===== config.mk =====
export PLATFORM = sky130hd
export DESIGN_NAME = stream_demux
export DESIGN_NICKNAME = d
export VERILOG_FILES = /design/src/rtl/stream_demux_pkg.sv /design/src/rtl/stream_demux_slot.sv /design/src/rtl/stream_demux.sv
export SDC_FILE = /design/constraint.sdc
export NUM_CORES = 1
export LEC_CHECK = 0
export CAP_MARGIN = 20
export CORE_ASPECT_RATIO = 1.25
export CORE_UTILIZATION = 38
export CTS_BUF_LIST = sky130_fd_sc_hd__clkbuf_2
export CTS_CLUSTER_DIAMETER = 150
export CTS_CLUSTER_SIZE = 8
export DETAILED_ROUTE_END_ITERATION = 10
export GPL_ROUTABILITY_DRIVEN = 0
export MAX_ROUTING_LAYER = met4
export PLACE_DENSITY = 0.69
export SLEW_MARGIN = 20
export SYNTH_ARGS = -nofsm -noshare
export SYNTH_HDL_FRONTEND = slang
export SYNTH_HIERARCHICAL = 1
export SYNTH_SLANG_ARGS = --single-unit

===== constraint.sdc =====
create_clock -name clk -period 3.7 [get_ports clk]
set_clock_uncertainty 0.2 [all_clocks]
set_input_delay 0.37 -clock clk [delete_from_list [all_inputs] [get_ports clk]]
set_output_delay 0.37 -clock clk [all_outputs]
set_load 0.02 [all_outputs]

===== src/rtl/stream_demux_pkg.sv =====
// Shared types and constants for the stream demultiplexer.
package stream_demux_pkg;

   typedef enum logic [1:0] {IDLE, FWD, DROP} state_t;

   localparam int DROP_CNT_W = 8;

endpackage


===== src/rtl/stream_demux_slot.sv =====
// One-entry output register for a single demux channel.
module stream_demux_slot #(
   parameter int DATA_W = 4
) (
   input  logic              clk,
   input  logic              rst,
   input  logic              load,
   input  logic [DATA_W-1:0] d_data,
   input  logic              d_last,
   input  logic              ready,
   output logic              valid,
   output logic [DATA_W-1:0] data,
   output logic              last,
   output logic              can_accept
);

   always_comb can_accept = !valid || ready;

   // A load wins over a drain so a back-to-back beat keeps valid asserted.
   always_ff @(posedge clk) begin
      if (rst) begin
         valid <= 1'b0;
         data  <= '0;
         last  <= 1'b0;
      end else if (load) begin
         valid <= 1'b1;
         data  <= d_data;
         last  <= d_last;
      end else if (ready) begin
         valid <= 1'b0;
      end
   end

endmodule


===== src/rtl/stream_demux.sv =====
// Packet-aware stream demultiplexer: routes each packet to the channel named
// by its first beat and discards packets whose select is out of range.
module stream_demux
   import stream_demux_pkg::*;
#(
   parameter int DATA_W  = 4,
   parameter int NUM_OUT = 4,
   parameter int SEL_W   = (NUM_OUT > 1) ? $clog2(NUM_OUT) : 1
) (
   input  logic                      clk,
   input  logic                      rst,
   input  logic                      s_valid,
   output logic                      s_ready,
   input  logic [DATA_W-1:0]         s_data,
   input  logic [SEL_W-1:0]          s_sel,
   input  logic                      s_last,
   output logic [NUM_OUT-1:0]        m_valid,
   input  logic [NUM_OUT-1:0]        m_ready,
   output logic [NUM_OUT*DATA_W-1:0] m_data,
   output logic [NUM_OUT-1:0]        m_last,
   output logic [DROP_CNT_W-1:0]     drop_cnt
);

   localparam logic [SEL_W:0] NUM_OUT_X = (SEL_W+1)'(NUM_OUT);

   state_t             state;
   logic [SEL_W-1:0]   route_q;
   logic [SEL_W-1:0]   target;
   logic               in_range;
   logic               drop_now;
   logic               target_ok;
   logic               accept;
   logic [NUM_OUT-1:0] slot_ok;
   logic [NUM_OUT-1:0] load;

   // The head beat is steered by s_sel directly; later beats follow route_q.
   always_comb begin
      in_range  = {1'b0, s_sel} < NUM_OUT_X;
      target    = (state == IDLE) ? s_sel : route_q;
      drop_now  = (state == DROP) || ((state == IDLE) && !in_range);
      target_ok = 1'b0;
      for (int unsigned k = 0; k < NUM_OUT; k++) begin
         if (target == SEL_W'(k)) target_ok = slot_ok[k];
      end
      s_ready = !rst && (drop_now || target_ok);
      accept  = s_valid && s_ready;
      load    = '0;
      for (int unsigned k = 0; k < NUM_OUT; k++) begin
         load[k] = accept && !drop_now && (target == SEL_W'(k));
      end
   end

   always_ff @(posedge clk) begin
      if (rst) begin
         state    <= IDLE;
         route_q  <= '0;
         drop_cnt <= '0;
      end else if (accept) begin
         unique case (state)
            IDLE: begin
               route_q <= s_sel;
               if (!in_range && (drop_cnt != '1)) drop_cnt <= drop_cnt + 1'b1;
               if (!s_last) state <= in_range ? FWD : DROP;
            end
            FWD, DROP: begin
               if (s_last) state <= IDLE;
            end
            default: state <= IDLE;
         endcase
      end
   end

   for (genvar k = 0; k < NUM_OUT; k++) begin : g_slot
      stream_demux_slot #(.DATA_W(DATA_W)) u_slot (
         .clk        (clk),
         .rst        (rst),
         .load       (load[k]),
         .d_data     (s_data),
         .d_last     (s_last),
         .ready      (m_ready[k]),
         .valid      (m_valid[k]),
         .data       (m_data[k*DATA_W +: DATA_W]),
         .last       (m_last[k]),
         .can_accept (slot_ok[k])
      );
   end

endmodule


==> flow_metrics.tcl <==
set metrics [dict create \
    synth_top_area_share_pct 44.49 \
    post-cts-setup-buffers 0 \
    final_common_cell "clkdlybuf4s50_1" \
    slew_violations 0 \
    status "complete, no violations" \
    cts.sink_count 27 \
    first_global_vias 946 \
    critPathTopFamily "buffers and inverters" \
    crit_path_start_kind "register" \
    yosys.area.top_type "dfxtp_1" \
    dpl.hpwl_um 1911 \
    overflow 0 \
    routedWlPerCell_um 12.77 \
    grt_pass1_wl_um 4374 \
    period_minus_slack_ns 2.830 \
    synth_area_per_cell_um2 9.346 \
    n_antenna_cell 0 \
    rows 22 \
    ios 47 \
    die_h_um 65.22 \
    port-buffer-count 38 \
    rsz0062_at_grt "no" \
    cts-root-buf "clkbuf_2" \
    worstHoldStart "g_slot[2].u_slot/data[3]" \
    slew_headroom_pct 45.47 \
    die_w_um 52.58 \
    post_synth_num_cell_types 24 \
    postCtsHoldBufs 0 \
    layout_common_cells "clkdlybuf4s50_1, dfxtp_1, nor2_1" \
    ys_ff_latch 27 \
    path_cells "nor3_1, a21oi_1, o22ai_2, nor3_2, clkdlybuf4s50_1" \
    drt-total-wl_um 2592 \
    detailed_place.area_um2 1562 \
    tritoncts "done" \
    vias_per_cell 4.847 \
    worst_pin_slew_ns 0.8179 \
    worstPathArrival_ns 2.26 \
    yosys-top-cells-area "dfxtp_1, mux2i_1, nor2_1" \
    crit_start "state[0]" \
    fmax_mhz 353.3 \
    clk_path_buf_depth 2 \
    pwr_density_cell_nw_per_um2 319.3 \
    crit_fanout 14 \
    drc_errors 0 \
    grt_use_total_pct 17.32 \
    core_um2 3000 \
    cts-resized-gates 0 \
    hold_violations 0 \
    ys_seq_area_share_pct 44.49 \
    yosys_warnings 6 \
    antenna_found_initial 0 \
    critical-path-max-stage-delay_ns 0.64 \
    period_share_pct 76.49 \
    start_util_pct 40.49 \
    leakage_nw 0.5429 \
    drive_gt1_share_pct 5.389 \
    cp.required_ns 3.13 \
    final_antenna_net_count 0 \
    first_pass_iters 4 \
    grt_max_degree 29 \
    cpMaxStageDelayCell "clkdlybuf4s50_1" \
    finalNetCount 182 \
    fin_tns_setup_ns 0 \
    dp_cells 199 \
    synth_cells 130 \
    vdd_ir_drop_max_uv 213.8 \
    final-setup-viol-count 0 \
    cts_inserted_buffers 3 \
    whs_ns 0.3289 \
    drt_iter0_drc 21 \
    design_area_um2 1582 \
    worstSetupEndpointType "primary output" \
    dieArea_um2 3429 \
    fin_cells 203 \
    timing.max_cap.violations 0 \
    via_count 984 \
    cp_num_buf_inv 1 \
    hp-class "register to register" \
    syn2layout_area_growth_pct 30.18 \
    htree_levels 1 \
    r2r_start "state[0]" \
    criticalPathCategory "register to primary output" \
    totalPowerFinal_w 0.0005051 \
    clk_latency_ns 0.33 \
    path_clk_slew_ns 0.22 \
    netlist_area_um2 1215 \
]
==> kinds of logic after synthesis <==
kind of cell	synth area share [%]
buf+inv	10.81
mux	16.48
compound gates	10.30
other cells	0.3087
flops	44.49
simple gates	17.61
==> synthesized netlist by cell type <==
master / instances
a21oi_1: 10
a21oi_2: 1
a311oi_1: 1
a32oi_1: 2
buf_4: 9
buf_6: 4
conb_1: 1
dfxtp_1: 27
inv_1: 5
mux2i_1: 20
nand2_1: 3
nand2b_1: 5
nand3_1: 3
nand3b_1: 2
nor2_1: 25
nor2b_1: 2
nor3_1: 2
nor3_2: 1
o21a_1: 1
o21ai_0: 2
o22a_2: 1
o22ai_2: 1
or3_1: 1
or3b_1: 1
==> tightest hold or removal path, stage by stage (launching register included) <==
cell	delay, ns
dfxtp_1	0.38
mux2i_1	0.06
nor2_1	0.07
==> final timing paths <==
| kind | end | slack [ns] | depth (start not counted) |
|---|---|---|---|
| hold / removal | g_slot[2].u_slot/data[3] | 0.33 | 2 |
| setup reg to reg | g_slot[2].u_slot/last | 1.12 | 7 |
| setup / recovery | s_ready | 0.87 | 5 |
| hold reg to reg | g_slot[2].u_slot/data[3] | 0.33 | 2 |
==> per-stage QoR <==
stage	util (%)	worst slack [ns]
global route	52.71	0.6868
floorplan	-	1.802
CTS	52.71	0.8558
detailed placement	52.04	0.7436
finish	52.71	0.8697
global placement	52.04	0.7920
==> where the power goes <==
| group | internal (W) | switching [W] |
|---|---|---|
| clock | 0.0000286 | 0.0000791 |
| combinational | 0.0000419 | 0.0000479 |
| sequential | 0.000300 | 0.00000774 |
| total | 0.000370 | 0.000135 |
==> metal layers <==
layer | GRT usage, % | wire length [um]
met1 | 20.60 | 1162
met2 | 28.64 | 1254
met3 | 4.167 | 161
met4 | 4.934 | 12
met5 | - | 0
==> registers in the layout (all words and copies together), names as in the netlist <==
| signal | flops |
|---|---|
| state | 1 |
| g_slot.u_slot/valid | 4 |
| g_slot.u_slot/data | 16 |
| route_q | 2 |
| g_slot.u_slot/last | 4 |
==> area by class of cell <==
class,count,area (um2)
fillers,283,1419
multi-input cells,92,569.3
well taps,36,45.04
clock buffers,4,20.02
repair buffers,39,387.9
flip-flops and latches,27,540.5
inverters,5,18.77
(Power assumes the default switching activity.)
